**config.mk**
```make
export PLATFORM = sky130hd
export DESIGN_NAME = wl_reqrsp_axi_lite_bridge
export DESIGN_NICKNAME = d
export VERILOG_FILES = /design/src/rtl/wl_pkg.sv /design/src/rtl/wl_addr_napot_check.sv /design/src/rtl/wl_reqrsp_axi_lite_bridge.sv
export SDC_FILE = /design/constraint.sdc
export NUM_CORES = 1
export LEC_CHECK = 0
export CORE_MARGIN = 2
export CORE_UTILIZATION = 34
export CTS_CLUSTER_SIZE = 10
export DETAILED_ROUTE_END_ITERATION = 8
export PLACE_DENSITY = 0.78
export SLEW_MARGIN = 10
export SYNTH_ARGS = -nofsm -noshare
export SYNTH_HDL_FRONTEND = slang
export SYNTH_HIERARCHICAL = 1
export SYNTH_SLANG_ARGS = --single-unit
```
**constraint.sdc**
```tcl
create_clock -name clk_i -period 1.3 [get_ports clk_i]
set_input_delay 0.26 -clock clk_i [delete_from_list [all_inputs] [get_ports clk_i]]
set_output_delay 0.26 -clock clk_i [all_outputs]
set_load 0.05 [all_outputs]
```
**src/rtl/wl_pkg.sv**
```systemverilog
// Wakelet shared package: bus widths, reqrsp and AXI-Lite structs, the data-side
// memory map and the LSU bridge state encoding.
// The memory map constants are consumed by the bridge address check, which is
// compiled in only when WL_BRIDGE_ADDR_CHECK_EN is defined.
package wl_pkg;

   localparam int unsigned AddrWidth = 32;
   localparam int unsigned DataWidth = 32;
   localparam int unsigned StrbWidth = DataWidth / 8;

   typedef logic [AddrWidth-1:0] addr_t;
   typedef logic [DataWidth-1:0] data_t;
   typedef logic [StrbWidth-1:0] strb_t;

   // Snitch atomic opcodes carried on the core data q channel
   typedef enum logic [3:0] {
      AMONone = 4'h0,
      AMOSwap = 4'h1,
      AMOAdd  = 4'h2,
      AMOAnd  = 4'h3,
      AMOOr   = 4'h4,
      AMOXor  = 4'h5,
      AMOMax  = 4'h6,
      AMOMaxu = 4'h7,
      AMOMin  = 4'h8,
      AMOMinu = 4'h9,
      AMOLR   = 4'hA,
      AMOSC   = 4'hB
   } amo_op_e;

   // ---------------- core_data reqrsp ----------------
   typedef struct packed {
      addr_t      addr;
      logic       write;
      amo_op_e    amo;
      data_t      data;
      strb_t      strb;
      logic [1:0] size;
   } core_data_q_t;

   typedef struct packed {
      core_data_q_t q;
      logic         q_valid;
      logic         p_ready;
   } core_data_req_t;

   typedef struct packed {
      data_t data;
      logic  error;
   } core_data_p_t;

   typedef struct packed {
      core_data_p_t p;
      logic         p_valid;
      logic         q_ready;
   } core_data_rsp_t;

   // ---------------- AXI-Lite ----------------
   typedef struct packed {
      addr_t      addr;
      logic [2:0] prot;
   } axi_lite_ax_t;

   typedef struct packed {
      data_t data;
      strb_t strb;
   } axi_lite_w_t;

   typedef struct packed {
      logic [1:0] resp;
   } axi_lite_b_t;

   typedef struct packed {
      data_t      data;
      logic [1:0] resp;
   } axi_lite_r_t;

   typedef struct packed {
      axi_lite_ax_t aw;
      logic         aw_valid;
      axi_lite_w_t  w;
      logic         w_valid;
      logic         b_ready;
      axi_lite_ax_t ar;
      logic         ar_valid;
      logic         r_ready;
   } axi_lite_req_t;

   typedef struct packed {
      logic        aw_ready;
      logic        w_ready;
      axi_lite_b_t b;
      logic        b_valid;
      logic        ar_ready;
      axi_lite_r_t r;
      logic        r_valid;
   } axi_lite_resp_t;

   // ---------------- memory map ----------------
   localparam addr_t BootromBaseAddr  = 32'h0000_0000;
   localparam addr_t BootromOffset    = 32'h0000_1000;
   localparam addr_t InstrMemBaseAddr = 32'h0001_0000;
   localparam addr_t InstrMemOffset   = 32'h0001_0000;
   localparam addr_t DataMemBaseAddr  = 32'h0002_0000;
   localparam addr_t DataMemOffset    = 32'h0001_0000;
   localparam addr_t CsrBaseAddr      = 32'h0004_0000;
   localparam addr_t CsrOffset        = 32'h0000_1000;
   localparam addr_t HwpeBaseAddr     = 32'h0005_0000;
   localparam addr_t HwpeOffset       = 32'h0000_1000;

   typedef struct packed {
      logic [31:0] idx;
      addr_t       base;
      addr_t       mask;
   } addr_napot_demux_rule_t;

   // Regions are naturally aligned powers of two, so a mask selects the base bits
   function automatic addr_t napot_mask(input addr_t offset);
      return ~(offset - addr_t'(1));
   endfunction

   localparam int unsigned WlNumMapRules = 5;

   localparam addr_napot_demux_rule_t [WlNumMapRules-1:0] WlMemMap = '{
      '{idx: 32'd4, base: HwpeBaseAddr,     mask: napot_mask(HwpeOffset)},
      '{idx: 32'd3, base: CsrBaseAddr,      mask: napot_mask(CsrOffset)},
      '{idx: 32'd2, base: DataMemBaseAddr,  mask: napot_mask(DataMemOffset)},
      '{idx: 32'd1, base: InstrMemBaseAddr, mask: napot_mask(InstrMemOffset)},
      '{idx: 32'd0, base: BootromBaseAddr,  mask: napot_mask(BootromOffset)}
   };

   // LSU-to-AXI-Lite bridge control states
   typedef enum logic [2:0] {
      IDLE     = 3'd0,
      WRITE    = 3'd1,
      WRITE_B  = 3'd2,
      READ     = 3'd3,
      READ_R   = 3'd4,
      ERR_RESP = 3'd5,
      RESP     = 3'd6
   } bridge_state_e;

endpackage

```
**src/rtl/wl_addr_napot_check.sv**
```systemverilog
// Combinational memory-map hit detector for the LSU bridge. Only built when
// WL_BRIDGE_ADDR_CHECK_EN is defined; the default build forwards every address.
`ifdef WL_BRIDGE_ADDR_CHECK_EN
module wl_addr_napot_check
   import wl_pkg::*;
(
   input  logic [AddrWidth-1:0] i_addr,
   output logic                 o_hit
);

   // Hit when the address falls inside any NAPOT region of the map
   always_comb begin
      o_hit = 1'b0;
      for (int unsigned i = 0; i < WlNumMapRules; i++) begin
         if ((i_addr & WlMemMap[i].mask) == WlMemMap[i].base) o_hit = 1'b1;
      end
   end

endmodule
`endif

```
**src/rtl/wl_reqrsp_axi_lite_bridge.sv**
```systemverilog
// Core LSU (reqrsp) to AXI-Lite bridge, one transaction in flight.
// Each q request becomes exactly one AXI-Lite read or write; AMOs are refused
// with an error response and never reach the fabric.
// Optional: WL_BRIDGE_ADDR_CHECK_EN rejects addresses outside the memory map
// locally instead of relying on the fabric's decode error.
module wl_reqrsp_axi_lite_bridge #(
   parameter int unsigned AddrWidth       = wl_pkg::AddrWidth,
   parameter int unsigned DataWidth       = wl_pkg::DataWidth,
   parameter type         core_data_req_t = wl_pkg::core_data_req_t,
   parameter type         core_data_rsp_t = wl_pkg::core_data_rsp_t,
   parameter type         axi_lite_req_t  = wl_pkg::axi_lite_req_t,
   parameter type         axi_lite_rsp_t  = wl_pkg::axi_lite_resp_t
) (
   input  logic           clk_i,
   input  logic           rst_i,
   input  core_data_req_t core_data_req_i,
   output core_data_rsp_t core_data_rsp_o,
   output axi_lite_req_t  axi_lite_req_o,
   input  axi_lite_rsp_t  axi_lite_rsp_i
);

   import wl_pkg::*;

   bridge_state_e          r_state;
   bridge_state_e          w_state_nxt;
   logic                   r_live;       // low for the first cycle out of reset
   logic [AddrWidth-1:0]   r_addr;
   logic [DataWidth-1:0]   r_wdata;
   logic [DataWidth/8-1:0] r_strb;
   logic [DataWidth-1:0]   r_pdata;
   logic                   r_err;
   logic                   r_aw_sent;
   logic                   r_w_sent;

   logic w_q_hs, w_aw_hs, w_w_hs, w_b_hs, w_ar_hs, w_r_hs;
   logic w_aw_done, w_w_done;
   logic w_addr_hit;
   logic w_unused;

`ifdef WL_BRIDGE_ADDR_CHECK_EN
   wl_addr_napot_check u_addr_check (
      .i_addr (core_data_req_i.q.addr),
      .o_hit  (w_addr_hit)
   );
`else
   assign w_addr_hit = 1'b1;
`endif

   // Transfer size is the initiator's concern; low resp bit carries no error info
   assign w_unused = ^{core_data_req_i.q.size, axi_lite_rsp_i.b.resp[0],
                       axi_lite_rsp_i.r.resp[0]};

   // Drive both interfaces purely from state and captured registers
   always_comb begin
      core_data_rsp_o         = '0;
      core_data_rsp_o.q_ready = r_live && (r_state == IDLE);
      core_data_rsp_o.p_valid = (r_state == RESP);
      core_data_rsp_o.p.data  = r_pdata;
      core_data_rsp_o.p.error = r_err;

      axi_lite_req_o          = '0;
      axi_lite_req_o.aw.addr  = r_addr;
      axi_lite_req_o.aw.prot  = 3'b000;
      axi_lite_req_o.aw_valid = (r_state == WRITE) && !r_aw_sent;
      axi_lite_req_o.w.data   = r_wdata;
      axi_lite_req_o.w.strb   = r_strb;
      axi_lite_req_o.w_valid  = (r_state == WRITE) && !r_w_sent;
      axi_lite_req_o.b_ready  = (r_state == WRITE_B);
      axi_lite_req_o.ar.addr  = r_addr;
      axi_lite_req_o.ar.prot  = 3'b000;
      axi_lite_req_o.ar_valid = (r_state == READ);
      axi_lite_req_o.r_ready  = (r_state == READ_R);
   end

   assign w_q_hs  = core_data_rsp_o.q_ready && core_data_req_i.q_valid;
   assign w_aw_hs = axi_lite_req_o.aw_valid && axi_lite_rsp_i.aw_ready;
   assign w_w_hs  = axi_lite_req_o.w_valid  && axi_lite_rsp_i.w_ready;
   assign w_b_hs  = axi_lite_req_o.b_ready  && axi_lite_rsp_i.b_valid;
   assign w_ar_hs = axi_lite_req_o.ar_valid && axi_lite_rsp_i.ar_ready;
   assign w_r_hs  = axi_lite_req_o.r_ready  && axi_lite_rsp_i.r_valid;

   // AW and W complete independently; a channel is done once it has handshaken
   assign w_aw_done = r_aw_sent || w_aw_hs;
   assign w_w_done  = r_w_sent  || w_w_hs;

   // Next-state selection for the single-outstanding transaction sequencer
   always_comb begin
      w_state_nxt = r_state;
      unique case (r_state)
         IDLE: begin
            if (w_q_hs) begin
               if ((core_data_req_i.q.amo != AMONone) || !w_addr_hit) w_state_nxt = ERR_RESP;
               else if (core_data_req_i.q.write)                     w_state_nxt = WRITE;
               else                                                  w_state_nxt = READ;
            end
         end
         WRITE:    if (w_aw_done && w_w_done)         w_state_nxt = WRITE_B;
         WRITE_B:  if (w_b_hs)                        w_state_nxt = RESP;
         READ:     if (w_ar_hs)                       w_state_nxt = READ_R;
         READ_R:   if (w_r_hs)                        w_state_nxt = RESP;
         ERR_RESP:                                    w_state_nxt = RESP;
         RESP:     if (core_data_req_i.p_ready)       w_state_nxt = IDLE;
         default:                                     w_state_nxt = IDLE;
      endcase
   end

   // State, request capture, channel-sent tracking and response latching
   always_ff @(posedge clk_i) begin
      if (rst_i) begin
         r_state   <= IDLE;
         r_live    <= 1'b0;
         r_addr    <= '0;
         r_wdata   <= '0;
         r_strb    <= '0;
         r_pdata   <= '0;
         r_err     <= 1'b0;
         r_aw_sent <= 1'b0;
         r_w_sent  <= 1'b0;
      end else begin
         r_state <= w_state_nxt;
         r_live  <= 1'b1;
         unique case (r_state)
            IDLE: begin
               if (w_q_hs) begin
                  r_addr    <= core_data_req_i.q.addr;
                  r_wdata   <= core_data_req_i.q.data;
                  r_strb    <= core_data_req_i.q.strb;
                  r_aw_sent <= 1'b0;
                  r_w_sent  <= 1'b0;
               end
            end
            WRITE: begin
               if (w_aw_hs) r_aw_sent <= 1'b1;
               if (w_w_hs)  r_w_sent  <= 1'b1;
            end
            WRITE_B: begin
               if (w_b_hs) begin
                  r_err   <= axi_lite_rsp_i.b.resp[1];
                  r_pdata <= '0;
               end
            end
            READ_R: begin
               if (w_r_hs) begin
                  r_err   <= axi_lite_rsp_i.r.resp[1];
                  r_pdata <= axi_lite_rsp_i.r.data;
               end
            end
            ERR_RESP: begin
               r_err   <= 1'b1;
               r_pdata <= '0;
            end
            default: ;
         endcase
      end
   end

endmodule

```
==> out/metrics.cfg, run 1 <==
[status]
status=complete, but fails checks
violations=setup timing

[cells_and_area]
layout_commonest_cell=buf_12
fin_area_um2=10800
final_cell_mix=buf_12 (156), clkdlybuf4s50_1 (110), dfxtp_1 (82)
area_growth_pct=138
diodes=0
final_nets=920
drive_gt1_share_pct=57.3

[die]
core-area_um2=13100
die_h_um=120
die_w_um=120
design.die.area_um2=14300
start_util_pct=34.6
fp-row-count=42
io_pins=266

[clocking]
numCtsBuffers=9
clkTransAtPathRegs_ps=70
clk_path_buf_depth=2
cts-root-buf=clkbuf_16
htree_levels=3
insertion_delay_ps=350
cts_tree=done
cts.sinks=107
cts_hold_buf=0

[power_and_ir_drop]
powerDensity_nw_per_um2=942
p_total_w=0.0102
total_leakage_power_nw=4.27
max-vdd-ir-drop_mv=0.620

[global_route]
grt_overflow=0
grt_pass1_vias=5199
grt_antenna_before_repair=0
grt_max_degree=45
grt_use_total_pct=26.0
grt_pass1_wl_um=28600

[worst_setup_path]
end_kind=flop
crit_required_ps=1530
critical_path_arrival_ps=1920
startpoint_type=flop
r2r_slack_ps=-390
path_max_fanout=6
path_class=flop to flop

[logic_synthesis]
syn_inst=527
synth_cell_types=33
yosys-top-cells-area=dfxtp_1 (47%), nand2_1 (12%), mux2i_1 (7.0%), a21oi_1 (6.9%), buf_4 (6.4%)
synth_seq_cells=107
yosysWarnings=6
yosysTopAreaCell=dfxtp_1
yosysTopAreaCellShare_pct=47.1
synth_seq_area_share_pct=47.1
syn-cell-area_um2=4540
postSynthAreaPerCell_um2=8.62

[route]
wirelength_um=19900
remaining_drc_errors=0
avgRoutedWirePerCell_um=20.3
first_iter_violations=261
route.vias.total=4786
drtAntennaViolNets=0
vias_per_cell=4.88
drt-pass1-iter-count=4

[placement]
gp_routability_congestion=0.841
dp_hpwl_um=11500
io_buffer_count=255
dpl_cell_area_um2=8560
pre_cts_ws_ps=-671

[hold_path]
hold_path_class=primary input to flop

[sta]
rsz0062_at_grt=yes
hold_violations=0
period_share_pct=130
fin_crit_ps=1690
finalWorstSetupSlack_ps=-389
fmax_ghz=0.592
finalHoldWorstSlack_ps=310
setup_viol=112
drv_slew=0
fin_setup_tns_ps=-33370
skew_ps=6.29

[job]
cap_violations=0

## layer usage
| layer | GRT usage (%) | vias up | share of wire (%) |
|---|---|---|---|
| li1 | - | 2211 | - |
| met1 | 29.6 | 2315 | 38 |
| met2 | 46.4 | 227 | 53 |
| met3 | 6.51 | 33 | 6.9 |
| met4 | 10.2 | 0 | 2.4 |
| met5 | 0 | - | 0 |
## cells in the mapped netlist
library cell	n
and2_1	33
inv_1	3
nor3b_1	1
nor2_1	36
o21ai_0	1
conb_1	1
o311ai_1	1
o22a_1	1
o31ai_1	1
buf_12	3
a21oi_1	63
nor3b_2	1
a221oi_1	1
nor4b_4	1
buf_6	9
nor3_2	1
a211oi_1	1
nor3_1	4
or4_4	1
a21oi_2	10
or2_1	1
o2bb2ai_4	1
buf_2	3
a2111oi_2	1
nand2b_1	4
dfxtp_1	107
buf_1	1
nor3b_4	1
mux2i_1	32
a2111oi_0	2
nand2_1	142
clkbuf_1	20
buf_4	39
## path summary, 6_finish.rpt
kind | start | end | cells after the start
max | r_state[0]$_SDFFE_PP0P_ | r_pdata[21]$_SDFFE_PP0P_ | 8
min | rst_i | r_live$_DFF_P_ | 2
max reg2reg | r_state[0]$_SDFFE_PP0P_ | r_pdata[21]$_SDFFE_PP0P_ | 8
min reg2reg | r_wdata[27]$_SDFFE_PP0P_ | r_wdata[27]$_SDFFE_PP0P_ | 2
## layout make-up
class	count	area, um2
Sequential cell	107	2180
Multi-Input combinational cell	347	2970
Fill cell	674	2340
Clock inverter	3	15.0
Timing Repair Buffer	332	5150
Tap cell	176	220
Inverter	3	15.0
Clock buffer	12	246
## logic make-up after synthesis
kind of cell / synth area share, %
other cells: 0.0825
flops: 47.1
compound gates: 11.2
buf+inv: 12.3
simple gates: 22.2
mux: 7.05
## repair_timing
action | 4_1_cts | 5_1_grt
gates resized for setup | 201 | 151
setup buffers | 26 | 9
pin swaps | 72 | 76
setup endpoints to repair | 113 | 135
gates cloned | 19 | 3
## per-stage QoR
step / instances / utilization [%]
floorplan: 532 / -
global placement: 915 / 65.2
detailed placement: 915 / 65.2
CTS: 975 / 78.0
global route: 980 / 82.2
finish: 980 / 82.2
## state kept, by name, indices dropped and copies added (netlist names)
name,cells
r_aw_sent,1
r_wdata,32
r_strb,4
r_err,1
r_pdata,32
r_live,1
r_addr,32
r_w_sent,1
r_state,3
## where the power goes
group	switching [W]	internal (W)	total, W
clock	0.00117	0.00133	0.00250
sequential	0.000277	0.00344	0.00372
combinational	0.00191	0.00204	0.00396
total	0.00336	0.00682	0.0102
## worst max-delay path: stages, from the launching register on
cell       delay (ps)
dfxtp_4           380
buf_6             130
nor3b_4           170
buf_4             140
o2bb2ai_4         180
buf_12            160
buf_16            130
mux2i_2           230
nor2_1             60
Power figures use the tool's default switching activity.
==> inputs of run 2 (changes only) <==
==> constraint.sdc (replaced) <==
create_clock -name clk_i -period 1.4 [get_ports clk_i]
set_input_delay 0.28 -clock clk_i [delete_from_list [all_inputs] [get_ports clk_i]]
set_output_delay 0.28 -clock clk_i [all_outputs]
set_load 0.05 [all_outputs]
==> run 2 against run 1 <==
Effect of this change:
- the flow still finishes with violations (setup timing)
- worst setup slack improved by 110 ps
- total power decreased by 5.8%
- clock power increased by 4%
- clock skew increased by 1.9 ps
==> out/metrics.cfg, run 2 (synthesis results as in run 1) <==
[status]
status=complete, but fails checks
violations=setup timing

[clocking]
cts_tree=done
cts_hold_buf=0
cts.sinks=107
clk_path_buf_depth=2
cts-root-buf=clkbuf_16
insertion_delay_ps=360
numCtsBuffers=9
clkTransAtPathRegs_ps=70
htree_levels=3

[global_route]
grt_max_degree=43
grt_overflow=0
grt_pass1_wl_um=28900
grt_use_total_pct=26.3
grt_pass1_vias=5275
grt_antenna_before_repair=0

[power_and_ir_drop]
powerDensity_nw_per_um2=906
total_leakage_power_nw=4.18
p_total_w=0.00959
max-vdd-ir-drop_mv=0.690

[placement]
dpl_cell_area_um2=8530
pre_cts_ws_ps=-502
io_buffer_count=255
dp_hpwl_um=11600
gp_routability_congestion=0.820

[worst_setup_path]
crit_required_ps=1120
path_max_fanout=4
end_kind=output port
path_class=flop to output port
startpoint_type=flop
critical_path_arrival_ps=1400

[hold_path]
hold_path_class=primary input to flop

[cells_and_area]
final_nets=917
regArea_um2=2150
drive_gt1_share_pct=53.5
largestRegisters=r_addr x32, r_pdata x32, r_wdata x32
layout_commonest_cell=buf_12
area_growth_pct=133
fin_area_um2=10600
multi_input_area_um2=2890
final_cell_mix=buf_12 (153), clkdlybuf4s50_1 (110), dfxtp_1 (104)
diodes=0
fillers=674

[route]
drt-pass1-iter-count=4
wirelength_um=21200
route.vias.total=4913
remaining_drc_errors=0
first_iter_violations=201
avgRoutedWirePerCell_um=21.7
drtAntennaViolNets=0
vias_per_cell=5.02

[job]
cap_violations=0

[die]
core-area_um2=13100
die_w_um=120
design.die.area_um2=14300
io_pins=266
start_util_pct=34.6
die_h_um=120
fp-row-count=42

[sta]
finalHoldWorstSlack_ps=177
period_share_pct=120
setup_viol=111
fmax_ghz=0.595
rsz0062_at_grt=yes
drv_slew=0
skew_ps=8.17
finalWorstSetupSlack_ps=-282
fin_crit_ps=1680
hold_violations=0

run 2: where the power goes:
| part | internal, W | switching [W] |
|---|---|---|
| Combinational | 0.00179 | 0.00176 |
| Sequential | 0.00318 | 0.000254 |
| Clock | 0.00138 | 0.00121 |
run 2: worst max-delay path, stage by stage, from the launching register on:
cell     delay [ps]
dfxtp_4         370
buf_4           150
nor3b_4         240
buf_6           150
buf_12          130
run 2: per-stage QoR:
step | utilization (%) | cells | setup TNS [ps]
after floorplan | - | 532 | -40890
after global placement | 64.9 | 914 | -13810
after detailed placement | 64.9 | 914 | -21090
after CTS | 77.1 | 972 | -23800
after global routing | 80.5 | 978 | -27830
final | 80.5 | 978 | -22080
run 2: layout make-up:
cell class                      count  area share, %
Inverter                            3          0.106
Tap cell                          176           2.08
Multi-Input combinational cell    348           27.3
Timing Repair Buffer              328           47.4
Sequential cell                   107           20.4
Clock buffer                        9           2.13
Clock inverter                      7          0.639
run 2: per-layer routing:
metal	track usage (%)	up-vias	routed length, um
met5	0	-	0
met4	9.85	0	629
met3	6.70	49	1540
met2	48.4	257	11400
met1	28.9	2395	7720
li1	-	2212	-
run 2: final timing paths:
kind	endpoint	cells after the start	slack, ps	start
worst max-delay path	axi_lite_req_o[0]	4	-280	r_state[0]$_SDFFE_PP0P_
worst min-delay path	r_strb[1]$_SDFFE_PP0P_	2	180	rst_i
worst max register to register	r_pdata[7]$_SDFFE_PP0P_	7	-270	r_state[1]$_SDFFE_PP0P_
worst min register to register	r_wdata[20]$_SDFFE_PP0P_	2	500	r_wdata[20]$_SDFFE_PP0P_
run 2: what timing repair did:
item	CTS	global route
setup buffers	24	12
gates cloned	18	6
gates resized for setup	171	132
setup endpoints to repair	112	113
pin swaps	70	68
==> inputs of run 3 (changes only) <==
--- a/config.mk
+++ b/config.mk
@@ -5,6 +5,7 @@
 export SDC_FILE = /design/constraint.sdc
 export NUM_CORES = 1
 export LEC_CHECK = 0
+export CORE_ASPECT_RATIO = 0.75
 export CORE_MARGIN = 2
 export CORE_UTILIZATION = 34
 export CTS_CLUSTER_SIZE = 10
==> run 3 against run 2 <==
Effect of this change:
- the run still ends with setup timing left
- worst hold slack better by 240 ps
- core utilization up 2.7 points
- combinational power is 5% higher
- largest power group unchanged
- highest routed layer unchanged
==> out/metrics.cfg, run 3 (synthesis results as in run 1) <==
[sta]
period_share_pct=121
fmax_ghz=0.592
skew_ps=7.02
hold_violations=0
fin_setup_tns_ps=-22140
finalWorstSetupSlack_ps=-289
worst_pin_slew_ps=555
setup_viol=113
rsz0062_at_grt=yes
fin_crit_ps=1690
drv_slew=0
slew_headroom_pct=62.1

[global_route]
grt_overflow=0
grt_pass1_wl_um=29700
grt_pass1_vias=5341
grt_use_total_pct=27.3
grt_antenna_before_repair=1
grt_max_degree=34

[power_and_ir_drop]
p_int_w=0.00637
netSwitchingPower_w=0.00319
power_frac_clock_pct=25.1
powerDensity_nw_per_um2=882
swShare_pct=33.4
total_leakage_power_nw=4.36
p_total_w=0.00956
seq_power_share_pct=36.1
power_frac_comb_pct=38.8
max-vdd-ir-drop_mv=0.802

[status]
status=complete, but fails checks
violations=setup timing

[worst_setup_path]
path_class=flop to flop
end_kind=flop
worst_r2r_endpoint=r_pdata[31]$_SDFFE_PP0P_
crit_required_ps=1630
critical_path_arrival_ps=1910
path_max_fanout=7
r2r_slack_ps=-290
reg2reg_from=r_state[2]$_SDFFE_PP0P_
startpoint_type=flop
reg2reg_depth=8

[cells_and_area]
layout_commonest_cell=buf_12
drive_gt1_share_pct=56.6
utilization_pct=83.3
final_cell_mix=buf_12 (156), clkdlybuf4s50_1 (113), dfxtp_1 (104)
area_growth_pct=138
fillers=612
final_nets=918
largestRegisters=r_addr x32, r_pdata x32, r_wdata x32
fin_area_um2=10800

[hold_path]
hold_start=rst_i
holdPathStages=2
whs_endpoint=r_wdata[20]$_SDFFE_PP0P_
hold_path_class=primary input to flop

[route]
remaining_drc_errors=0
vias_per_cell=4.98
drtAntennaViolNets=0
avgRoutedWirePerCell_um=22.3
drt-pass1-iter-count=4
route.vias.total=4842
wirelength_um=21700
first_iter_violations=168

[clocking]
clk_path_buf_depth=2
cts_tree=done
cts-root-buf=clkbuf_16
numCtsBuffers=9
cts_hold_buf=0
cts.sinks=107
htree_levels=3
clkTransAtPathRegs_ps=70
insertion_delay_ps=340

[die]
io_pins=266
start_util_pct=34.9
die_h_um=104
fp-row-count=36
die_w_um=137
core-area_um2=13000
design.die.area_um2=14300

[job]
cap_violations=0

[placement]
dp_hpwl_um=11600
io_buffer_count=255
dpl_cell_area_um2=8560
gp_routability_congestion=0.766
pre_cts_ws_ps=-526

-- run 3: cell count changes in the layout (fill, tap and decap cells not counted), sizes merged --
cell,before,now
clkdlybuf4s50,110,113
buf,209,211
bufinv,1,0
clkinv,4,3
diode,0,1
dlymetal6s2s,4,0
dlygate4sd2,0,1
inv,4,3
-- run 3: power by group through the flow --
stage | logic (W) | registers [W] | clock network (W)
5_1_grt | 0.00383 | 0.00346 | 0.00256
3_5_place_dp | 0.00266 | 0.00346 | 0
2_1_floorplan | 0.00101 | 0.00378 | 0
6_report | 0.00371 | 0.00345 | 0.00240
4_1_cts | 0.00340 | 0.00342 | 0.00243
3_3_place_gp | 0.00261 | 0.00345 | 0
-- run 3: worst max path at each step --
stage	slack, ps	cells after the start	endpoint	startpoint
after floorplan	-410	6	r_addr[24]$_SDFFE_PP0P_	r_state[0]$_SDFFE_PP0P_
after global placement	-480	5	r_state[1]$_SDFFE_PP0P_	core_data_req_i[41]
after detailed placement	-530	5	r_state[1]$_SDFFE_PP0P_	core_data_req_i[41]
after CTS	-300	4	axi_lite_req_o[0]	r_state[1]$_SDFFE_PP0P_
after global routing	-330	7	r_wdata[9]$_SDFFE_PP0P_	r_state[0]$_SDFFE_PP0P_
final	-290	8	r_pdata[31]$_SDFFE_PP0P_	r_state[2]$_SDFFE_PP0P_
-- run 3: stage by stage --
stage / instances / hold slack (ps)
after floorplan: 532 / 416
after global placement: 911 / 475
after detailed placement: 911 / 482
after CTS: 969 / 375
after global routing: 973 / 418
final: 973 / 418
-- run 3: routing by layer --
metal / vias up / GRT usage (%) / wire, um
li1: 2202 / - / -
met1: 2371 / 28.6 / 7810
met2: 222 / 49.0 / 11500
met3: 47 / 10.5 / 1790
met4: 0 / 9.72 / 602
met5: - / 0 / 0
-- run 3: what timing repair did --
action | in CTS | in global routing
cloned | 20 | 4
buffers inserted | 25 | 10
pin swaps | 69 | 118
resized for setup | 185 | 176
hold endpoints to repair | 0 | 0
endpoints found under the setup margin | 111 | 112
-- run 3: cell type report --
type                            count  area, um2  area share [%]
Tap cell                          171        214            1.97
Inverter                            3       11.3           0.104
Multi-Input combinational cell    348       3040            28.0
Clock inverter                      4       26.3           0.242
Timing Repair Buffer              329       5140            47.5
Sequential cell                   107       2150            19.9
Clock buffer                       10        250            2.31
Antenna cell                        1       2.50          0.0231
-- run 3: worst max-delay path: stages, from the launching register on --
cell and delay (ps):
dfxtp_4 380, buf_12 130, nor3b_4 170, buf_4 140, o2bb2ai_4 130, buf_12 160, buf_12 140, mux2i_4 250
nor2_2 70
